File: src/rtl/fetch_mem_bridge_pkg.sv
`default_nettype none
// +----------------------------------------------------------------------------+
// | Packages : riscv_pkg, tortoise_pkg                                         |
// | Purpose  : Shared architectural constants, the exception record and the    |
// |            fetch_mem_bridge state encoding.                                |
// | Contents : XLEN, INSTR_PER_FETCH, exception_t, cause codes,                |
// |            fetch_bridge_state_e.                                           |
// | Revision : 1.0 - initial release                                           |
// +----------------------------------------------------------------------------+

package riscv_pkg;
  localparam int unsigned XLEN = 32;
endpackage : riscv_pkg

package tortoise_pkg;
  localparam int unsigned XLEN            = riscv_pkg::XLEN;
  localparam int unsigned INSTR_PER_FETCH = 2;

  // Exception causes reported with a fetched row.
  localparam logic [XLEN-1:0] INSTR_ADDR_MISALIGNED = XLEN'(0);
  localparam logic [XLEN-1:0] INSTR_ACCESS_FAULT    = XLEN'(1);

  typedef struct packed {
    logic            valid;
    logic [XLEN-1:0] cause;
    logic [XLEN-1:0] tval;
  } exception_t;

  typedef enum logic [1:0] {
    IDLE = 2'd0,
    REQ  = 2'd1,
    WAIT = 2'd2,
    ACK  = 2'd3
  } fetch_bridge_state_e;
endpackage : tortoise_pkg

`default_nettype wire

File: src/rtl/fetch_mem_bridge_if.sv
`default_nettype none
// +----------------------------------------------------------------------------+
// | Interface : fetch_mem_bridge_if                                            |
// | Purpose   : Bundles the fetch-stage handshake and the instruction-memory   |
// |             req/gnt/rvalid port served by fetch_mem_bridge.                |
// | Modports  : slave  - the bridge itself                                     |
// |             master - the environment (fetch stage plus memory)             |
// | Signals   : fetch_req_i, fetch_addr_i, fetch_ack_o, fetch_ex_o, instrs_o,  |
// |             mem_req_o, mem_addr_o, mem_gnt_i, mem_rvalid_i, mem_rdata_i,   |
// |             mem_err_i (suffixes are as seen from the bridge)               |
// | Revision  : 1.0 - initial release                                          |
// +----------------------------------------------------------------------------+
interface fetch_mem_bridge_if #(
  parameter int unsigned INSTR_PER_FETCH = tortoise_pkg::INSTR_PER_FETCH,
  parameter int unsigned ADDR_WIDTH      = riscv_pkg::XLEN
);
  // Fetch-stage side
  logic                              fetch_req_i;
  logic [ADDR_WIDTH-1:0]             fetch_addr_i;
  logic                              fetch_ack_o;
  tortoise_pkg::exception_t          fetch_ex_o;
  logic [INSTR_PER_FETCH-1:0][31:0]  instrs_o;
  // Instruction-memory side
  logic                              mem_req_o;
  logic [ADDR_WIDTH-1:0]             mem_addr_o;
  logic                              mem_gnt_i;
  logic                              mem_rvalid_i;
  logic [31:0]                       mem_rdata_i;
  logic                              mem_err_i;

  modport slave (
    input  fetch_req_i, fetch_addr_i, mem_gnt_i, mem_rvalid_i, mem_rdata_i, mem_err_i,
    output fetch_ack_o, fetch_ex_o, instrs_o, mem_req_o, mem_addr_o
  );

  modport master (
    output fetch_req_i, fetch_addr_i, mem_gnt_i, mem_rvalid_i, mem_rdata_i, mem_err_i,
    input  fetch_ack_o, fetch_ex_o, instrs_o, mem_req_o, mem_addr_o
  );
endinterface : fetch_mem_bridge_if

`default_nettype wire

File: src/rtl/fetch_mem_bridge_assembler.sv
`default_nettype none
// +----------------------------------------------------------------------------+
// | Module   : fetch_row_assembler                                             |
// | Purpose  : Holds the instruction row being built, the word counter k and   |
// |            the exception captured for the row.                             |
// | Ports    : clk_i, rst_i       clock / async active-high reset              |
// |            start_i            new memory fetch: k=0, row and ex cleared    |
// |            misalign_i/_addr_i misaligned request: ex set, row cleared      |
// |            wr_i, rdata_i      store a returned word into slot k            |
// |            err_i, fault_addr_i bus error on the stored word                |
// |            last_o             slot k is the final slot of the row          |
// |            instrs_o, ex_o     assembled row and its exception              |
// | Revision : 1.0 - initial release                                           |
// +----------------------------------------------------------------------------+
module fetch_row_assembler
  import tortoise_pkg::*;
#(
  parameter int unsigned INSTR_PER_FETCH = tortoise_pkg::INSTR_PER_FETCH,
  parameter int unsigned ADDR_WIDTH      = riscv_pkg::XLEN
) (
  input  logic                             clk_i,
  input  logic                             rst_i,
  input  logic                             start_i,
  input  logic                             misalign_i,
  input  logic [ADDR_WIDTH-1:0]            misalign_addr_i,
  input  logic                             wr_i,
  input  logic [31:0]                      rdata_i,
  input  logic                             err_i,
  input  logic [ADDR_WIDTH-1:0]            fault_addr_i,
  output logic                             last_o,
  output logic [INSTR_PER_FETCH-1:0][31:0] instrs_o,
  output exception_t                       ex_o
);
  localparam int unsigned KW = (INSTR_PER_FETCH > 1) ? $clog2(INSTR_PER_FETCH) : 1;

  logic [KW-1:0] r_k;
  exception_t    r_ex;

  assign last_o = (r_k == KW'(INSTR_PER_FETCH - 1));
  assign ex_o   = r_ex;

  // Word counter: restarts on every new fetch, advances on each clean word.
  always_ff @(posedge clk_i or posedge rst_i) begin
    if (rst_i) begin
      r_k <= '0;
    end else if (start_i) begin
      r_k <= '0;
    end else if (wr_i && !err_i && !last_o) begin
      r_k <= r_k + KW'(1);
    end
  end

  // Only the first error of a fetch is recorded; the fetch ends on it.
  always_ff @(posedge clk_i or posedge rst_i) begin
    if (rst_i) begin
      r_ex <= '0;
    end else if (start_i) begin
      r_ex <= '0;
    end else if (misalign_i) begin
      r_ex.valid <= 1'b1;
      r_ex.cause <= INSTR_ADDR_MISALIGNED;
      r_ex.tval  <= XLEN'(misalign_addr_i);
    end else if (wr_i && err_i && !r_ex.valid) begin
      r_ex.valid <= 1'b1;
      r_ex.cause <= INSTR_ACCESS_FAULT;
      r_ex.tval  <= XLEN'(fault_addr_i);
    end
  end

  // Slots are zeroed when a fetch starts, so the slots after a faulting word
  // simply keep their cleared value.
  for (genvar i = 0; i < INSTR_PER_FETCH; i++) begin : g_slot
    always_ff @(posedge clk_i or posedge rst_i) begin
      if (rst_i) begin
        instrs_o[i] <= '0;
      end else if (start_i || misalign_i) begin
        instrs_o[i] <= '0;
      end else if (wr_i && (r_k == KW'(i))) begin
        instrs_o[i] <= rdata_i;
      end
    end
  end
endmodule : fetch_row_assembler

`default_nettype wire

File: src/rtl/fetch_mem_bridge.sv
`default_nettype none
// +----------------------------------------------------------------------------+
// | Module   : fetch_mem_bridge                                                |
// | Purpose  : Serves fetch-stage row requests by reading INSTR_PER_FETCH      |
// |            sequential words from instruction memory, then acking the      |
// |            assembled row with its exception information.                   |
// | Ports    : clk_i    clock (rising edge)                                    |
// |            rst_i    asynchronous active-high reset                         |
// |            flush_i  abandon the current fetch                              |
// |            bus      fetch_mem_bridge_if.slave (fetch + memory signals)     |
// | Options  : FETCH_BRIDGE_ROW_REUSE_EN - when defined, the last error-free   |
// |            row is tagged with its address and a repeat request for that    |
// |            address is acked without memory traffic.                       |
// | Revision : 1.0 - initial release                                           |
// +----------------------------------------------------------------------------+
module fetch_mem_bridge
  import tortoise_pkg::*;
#(
  parameter int unsigned INSTR_PER_FETCH = tortoise_pkg::INSTR_PER_FETCH,
  parameter int unsigned ADDR_WIDTH      = riscv_pkg::XLEN
) (
  input  logic              clk_i,
  input  logic              rst_i,
  input  logic              flush_i,
  fetch_mem_bridge_if.slave bus
);
  fetch_bridge_state_e             r_state;
  logic                            r_kill;
  logic                            r_mem_req;
  logic [ADDR_WIDTH-1:0]           r_mem_addr;

  logic                            w_accept;
  logic                            w_misaligned;
  logic                            w_reuse_hit;
  logic                            w_start;
  logic                            w_mis;
  logic                            w_rsp;
  logic                            w_discard;
  logic                            w_store;
  logic                            w_last;
  logic [INSTR_PER_FETCH-1:0][31:0] w_instrs;
  exception_t                      w_ex;

  assign w_accept     = (r_state == IDLE) && bus.fetch_req_i && !flush_i;
  assign w_misaligned = (bus.fetch_addr_i[1:0] != 2'b00);
  assign w_start      = w_accept && !w_misaligned && !w_reuse_hit;
  assign w_mis        = w_accept && w_misaligned;
  assign w_rsp        = (r_state == WAIT) && bus.mem_rvalid_i;
  // A flush seen earlier (kill) or now turns the pending response into a drain.
  assign w_discard    = r_kill || flush_i;
  assign w_store      = w_rsp && !w_discard;

`ifdef FETCH_BRIDGE_ROW_REUSE_EN
  logic                  r_tag_valid;
  logic [ADDR_WIDTH-1:0] r_tag;

  assign w_reuse_hit = r_tag_valid && (bus.fetch_addr_i == r_tag);

  // The tag names the row currently held in the assembler; any new fetch
  // overwrites that row, so it invalidates the tag until a clean completion.
  always_ff @(posedge clk_i or posedge rst_i) begin
    if (rst_i) begin
      r_tag_valid <= 1'b0;
      r_tag       <= '0;
    end else if (flush_i) begin
      r_tag_valid <= 1'b0;
    end else if (w_start) begin
      r_tag_valid <= 1'b0;
      r_tag       <= bus.fetch_addr_i;
    end else if (w_mis) begin
      r_tag_valid <= 1'b0;
    end else if (w_store && !bus.mem_err_i && w_last) begin
      r_tag_valid <= 1'b1;
    end
  end
`else
  assign w_reuse_hit = 1'b0;
`endif

  always_ff @(posedge clk_i or posedge rst_i) begin
    if (rst_i) begin
      r_state    <= IDLE;
      r_kill     <= 1'b0;
      r_mem_req  <= 1'b0;
      r_mem_addr <= '0;
    end else begin
      case (r_state)
        IDLE: begin
          if (w_accept) begin
            if (w_misaligned || w_reuse_hit) begin
              r_state <= ACK;
            end else begin
              r_state    <= REQ;
              r_mem_req  <= 1'b1;
              r_mem_addr <= {bus.fetch_addr_i[ADDR_WIDTH-1:2], 2'b00};
              r_kill     <= 1'b0;
            end
          end
        end
        REQ: begin
          // The request cannot be withdrawn once raised; remember the flush.
          if (flush_i) begin
            r_kill <= 1'b1;
          end
          if (bus.mem_gnt_i) begin
            r_mem_req <= 1'b0;
            r_state   <= WAIT;
          end
        end
        WAIT: begin
          if (bus.mem_rvalid_i) begin
            if (w_discard) begin
              r_state <= IDLE;
              r_kill  <= 1'b0;
            end else if (bus.mem_err_i || w_last) begin
              r_state <= ACK;
            end else begin
              r_state    <= REQ;
              r_mem_req  <= 1'b1;
              r_mem_addr <= r_mem_addr + ADDR_WIDTH'(4);
            end
          end else if (flush_i) begin
            r_kill <= 1'b1;
          end
        end
        ACK: begin
          if (bus.fetch_req_i || flush_i) begin
            r_state <= IDLE;
          end
        end
        default: r_state <= IDLE;
      endcase
    end
  end

  // r_mem_addr is base + 4*k while a word is in flight, so it is the fault address.
  fetch_row_assembler #(
    .INSTR_PER_FETCH (INSTR_PER_FETCH),
    .ADDR_WIDTH      (ADDR_WIDTH)
  ) u_assembler (
    .clk_i           (clk_i),
    .rst_i           (rst_i),
    .start_i         (w_start),
    .misalign_i      (w_mis),
    .misalign_addr_i (bus.fetch_addr_i),
    .wr_i            (w_store),
    .rdata_i         (bus.mem_rdata_i),
    .err_i           (bus.mem_err_i),
    .fault_addr_i    (r_mem_addr),
    .last_o          (w_last),
    .instrs_o        (w_instrs),
    .ex_o            (w_ex)
  );

  assign bus.fetch_ack_o = (r_state == ACK) && !flush_i;
  assign bus.fetch_ex_o  = w_ex;
  assign bus.instrs_o    = w_instrs;
  assign bus.mem_req_o   = r_mem_req;
  assign bus.mem_addr_o  = r_mem_addr;
endmodule : fetch_mem_bridge

`default_nettype wire

File: src/flat_wrapper.sv
// flat-port wrapper written by rule: the top's interface ports become plain ports
module fetch_mem_bridge_flat import tortoise_pkg::*;
#(
  parameter int unsigned INSTR_PER_FETCH = tortoise_pkg::INSTR_PER_FETCH,
  parameter int unsigned ADDR_WIDTH      = riscv_pkg::XLEN
)
  (clk_i, rst_i, flush_i, bus_fetch_req_i, bus_fetch_addr_i, bus_mem_gnt_i, bus_mem_rvalid_i, bus_mem_rdata_i, bus_mem_err_i, bus_fetch_ack_o, bus_fetch_ex_o, bus_instrs_o, bus_mem_req_o, bus_mem_addr_o);
  fetch_mem_bridge_if #(.INSTR_PER_FETCH(INSTR_PER_FETCH), .ADDR_WIDTH(ADDR_WIDTH)) bus_i ();
  input  logic clk_i;
  input  logic rst_i;
  input  logic flush_i;
  input wire logic [$bits(bus_i.fetch_req_i)-1:0] bus_fetch_req_i;
  input wire logic [$bits(bus_i.fetch_addr_i)-1:0] bus_fetch_addr_i;
  input wire logic [$bits(bus_i.mem_gnt_i)-1:0] bus_mem_gnt_i;
  input wire logic [$bits(bus_i.mem_rvalid_i)-1:0] bus_mem_rvalid_i;
  input wire logic [$bits(bus_i.mem_rdata_i)-1:0] bus_mem_rdata_i;
  input wire logic [$bits(bus_i.mem_err_i)-1:0] bus_mem_err_i;
  output wire logic [$bits(bus_i.fetch_ack_o)-1:0] bus_fetch_ack_o;
  output wire logic [$bits(bus_i.fetch_ex_o)-1:0] bus_fetch_ex_o;
  output wire logic [$bits(bus_i.instrs_o)-1:0] bus_instrs_o;
  output wire logic [$bits(bus_i.mem_req_o)-1:0] bus_mem_req_o;
  output wire logic [$bits(bus_i.mem_addr_o)-1:0] bus_mem_addr_o;
  assign bus_i.fetch_req_i = bus_fetch_req_i;
  assign bus_i.fetch_addr_i = bus_fetch_addr_i;
  assign bus_i.mem_gnt_i = bus_mem_gnt_i;
  assign bus_i.mem_rvalid_i = bus_mem_rvalid_i;
  assign bus_i.mem_rdata_i = bus_mem_rdata_i;
  assign bus_i.mem_err_i = bus_mem_err_i;
  assign bus_fetch_ack_o = bus_i.fetch_ack_o;
  assign bus_fetch_ex_o = bus_i.fetch_ex_o;
  assign bus_instrs_o = bus_i.instrs_o;
  assign bus_mem_req_o = bus_i.mem_req_o;
  assign bus_mem_addr_o = bus_i.mem_addr_o;
  fetch_mem_bridge #(.INSTR_PER_FETCH(INSTR_PER_FETCH), .ADDR_WIDTH(ADDR_WIDTH)) u_core (.clk_i(clk_i), .rst_i(rst_i), .flush_i(flush_i), .bus(bus_i));
endmodule
File: config.mk
export PLATFORM = sky130hd
export DESIGN_NAME = fetch_mem_bridge_flat
export DESIGN_NICKNAME = d
export VERILOG_FILES = /design/src/rtl/fetch_mem_bridge_pkg.sv /design/src/rtl/fetch_mem_bridge_if.sv /design/src/rtl/fetch_mem_bridge_assembler.sv /design/src/rtl/fetch_mem_bridge.sv /design/src/flat_wrapper.sv
export SDC_FILE = /design/constraint.sdc
export NUM_CORES = 1
export LEC_CHECK = 0
export CAP_MARGIN = 20
export CORE_UTILIZATION = 42
export CTS_BUF_LIST = sky130_fd_sc_hd__clkbuf_16
export DETAILED_ROUTE_END_ITERATION = 12
export GPL_TIMING_DRIVEN = 0
export PLACE_DENSITY = 0.75
export SETUP_SLACK_MARGIN = 0.5
export SYNTH_ARGS = -nofsm -noshare
export SYNTH_HDL_FRONTEND = slang
export SYNTH_HIERARCHICAL = 1
export SYNTH_SLANG_ARGS = --single-unit
File: constraint.sdc
create_clock -name clk_i -period 3.65 [get_ports clk_i]
set_input_delay 1.095 -clock clk_i [delete_from_list [all_inputs] [get_ports clk_i]]
set_output_delay 1.095 -clock clk_i [all_outputs]
set_load 0.02 [all_outputs]
==> metrics.cfg <==
[synthesis]
synth_top_area_cell=dfrtp_1
synth_cell_types=57
synth_flop_cell=dfrtp_1
syn-instance-count=762
synth_top_area_share=0.474
syn_avg_cell_area_um2=9.21
ys_warn_count=6
seq_area_frac_synth=0.474
ys_ff_latch=133
synth.cell_area_mm2=0.00702
synthArstFlopShare=1.00
synth_edf_count=0
synth_area_leaders=dfrtp_1 47%, nand2_1 8.6%, a21oi_1 7.0%

[sta]
setup_viol=0
finalClockSkew_ns=0.00768
slew_headroom=0.401
fin_crit_sh=0.800
rsz0062_at_grt=false
fin_crit_ns=2.92
fin_setup_tns_ns=0
worstMarginPinSlew_ns=0.890
drv_slew=0
hold_viol=0
fmax_mhz=342

[route]
vias=6531
drc=0
wl_per_cell_um=16.8
wl_um=21000
drt-initial-drc-count=503
drt-pass1-iter-count=5
viasPerCell=5.25
drtAntennaViolNets=0

[setup_path]
timing.rr.start=u_core/r_state[0]$_DFFE_PP0P_
crit_type=in -> reg
startpoint_type=input port
worstPathRequired_ns=3.94
r2r_slack_ns=0.83
cp-end-kind=flip-flop
path_max_fanout=10
worstPathArrival_ns=3.21
worst-r2r-cell-count=7
r2r_end=u_core/bus.mem_addr_o[9]$_DFFE_PP0P_
crit_end=u_core/bus.mem_addr_o[8]$_DFFE_PP0P_
setup.worst_path.start=bus_mem_err_i

[clock_network]
clockRootBuffer=clkbuf_16
cts_tree=yes
htree_levels=4
post_cts_buffers=0
cts_buffer_depth=2
cts_buffers=17
insertion_delay_ns=0.42
cts_sinks=133
clkTransAtPathRegs_ns=0.06

[power_and_ir_drop]
power_density_mw_per_mm2=906
irDropWorstVdd_v=0.000369
netSwitchingPower_mw=3.69
leakagePower_nw=4.23
power.total_mw=9.14
internal_power_mw=5.45
p_seq_frac=0.300
p_sw_frac=0.404
combPwrFrac=0.501
clockPowerShare=0.199

[floorplanning]
core_area_mm2=0.0161
die_w_um=131
die-area_mm2=0.0172
io_pins=234
rows=46
initial_core_util=0.436
die_h_um=131

[place]
gp_congestion=0.921
dp_hpwl_um=15300
portBuffers=200

[outcome]
status=finished clean

[hold_path]
hp-class=reg -> reg

[cells_and_area]
final_cell_mix=198 x clkdlybuf4s50_1, 160 x nand2_1, 133 x dfrtp_1, 98 x a21oi_1, 52 x nor2_1
layout.nets=1093
drive_gt1_frac=0.135
final_common_cell=clkdlybuf4s50_1
syn2layout_area_growth_pct=43.7
fillers=1413
diodes=0

[global_route]
grt_pass1_vias=6215
grt_usage=0.247
grt_max_degree=41
antenna_found_initial=0
grt-ovfl-total=0
grt_pass1_wl_um=33500

[flow_run]
drv_cap=0

[sequential cells by signal, indices dropped and copies added, names as in the netlist]
register,cells
u_core/r_kill,1
u_core/u_assembler/ex_o,34
u_core/u_assembler/instrs_o,64
u_core/bus.mem_addr_o,30
u_core/bus.mem_req_o,1
u_core/r_state,2
u_core/u_assembler/last_o,1
[worst max-delay path, cell delays in order]
cell and delay (ns):
clkdlybuf4s50_1 0.47, or4_4 0.55, a221oi_4 0.32, and2b_1 0.17, buf_4 0.15, buf_6 0.16, buf_4 0.20, a21oi_1 0.09
[cells in the mapped netlist (6+ instances only)]
library cell	count
nand2_1	160
dfrtp_1	133
a21oi_1	98
nor2_1	52
buf_4	38
mux2i_1	35
mux2_2	26
o21ai_0	24
nand3_1	19
buf_2	17
clkbuf_1	15
nor3_1	15
nand2b_1	9
nand4_1	9
o22ai_1	9
buf_6	7
inv_1	7
and3_1	6
and4_1	6
ha_1	6
nor2b_1	6
[worst min-delay path by stage]
stage | start | end | slack, ns | depth (start not counted)
2_1_floorplan | u_core/r_kill$_DFFE_PP0P_ | u_core/r_kill$_DFFE_PP0P_ | 0.51 | 2
3_3_place_gp | u_core/u_assembler/ex_o[1]$_DFFE_PP0P_ | u_core/u_assembler/ex_o[1]$_DFFE_PP0P_ | 0.47 | 1
3_5_place_dp | u_core/u_assembler/ex_o[27]$_DFFE_PP0P_ | u_core/u_assembler/ex_o[27]$_DFFE_PP0P_ | 0.48 | 1
4_1_cts | u_core/u_assembler/ex_o[32]$_DFFE_PP0P_ | u_core/u_assembler/ex_o[32]$_DFFE_PP0P_ | 0.50 | 1
5_1_grt | u_core/u_assembler/ex_o[32]$_DFFE_PP0P_ | u_core/u_assembler/ex_o[32]$_DFFE_PP0P_ | 0.51 | 1
6_report | u_core/u_assembler/ex_o[32]$_DFFE_PP0P_ | u_core/u_assembler/ex_o[32]$_DFFE_PP0P_ | 0.49 | 1
[cell families after synthesis]
family                   Yosys count  synth area share
flip-flops                       133             0.474
buffers and inverters             88            0.0779
adder cells (fa/ha/maj)            6            0.0107
AO/OA/AOI/OAI                    162             0.137
multiplexers                      68             0.104
other                              2           0.00107
AND/OR/NAND/NOR                  303             0.195
[per-layer routing]
metal / vias to the layer above / global-route usage / share of wire
met3: 30 / 0.0405 / 0.063
li1: 3094 / - / -
met1: 3126 / 0.341 / 0.44
met2: 281 / 0.388 / 0.48
met5: - / 0 / 0
met4: 0 / 0.0911 / 0.019
[power groups by stage]
stage	Combinational, mW	Clock, mW	Sequential [mW]
floorplan	1.79	0	3.48
global placement	4.50	0	2.74
detailed placement	4.56	0	2.75
CTS	4.58	1.85	2.74
global route	4.89	1.92	2.85
finish	4.58	1.82	2.74
[metrics by stage]
| step | hold WS (ns) | area [µm²] | std cells | utilization | setup WS (ns) |
|---|---|---|---|---|---|
| floorplan | 0.514 | 7150 | 795 | - | 0.981 |
| global placement | 0.472 | 9420 | 1211 | 0.585 | 0.178 |
| detailed placement | 0.477 | 9460 | 1213 | 0.587 | 0.186 |
| CTS | 0.497 | 10100 | 1245 | 0.626 | 0.516 |
| global route | 0.508 | 10100 | 1245 | 0.626 | 0.591 |
| finish | 0.493 | 10100 | 1245 | 0.626 | 0.730 |
[layout make-up]
type,count,area (µm²),area share
sequential,133,3330,0.330
multi-input combinational,574,3270,0.324
timing repair buffer,202,2050,0.203
buffer,81,520,0.0516
clock buffer,17,425,0.0422
tap,216,270,0.0268
clock inverter,15,201,0.0200
inverter,7,30.0,0.00298
[timing repair]
action / in CTS / in global routing
endpoints found under the setup margin: 1 / 1
hold buffers: 0 / 0
resized for setup: 3 / 1
Power figures use the tool's default switching activity.
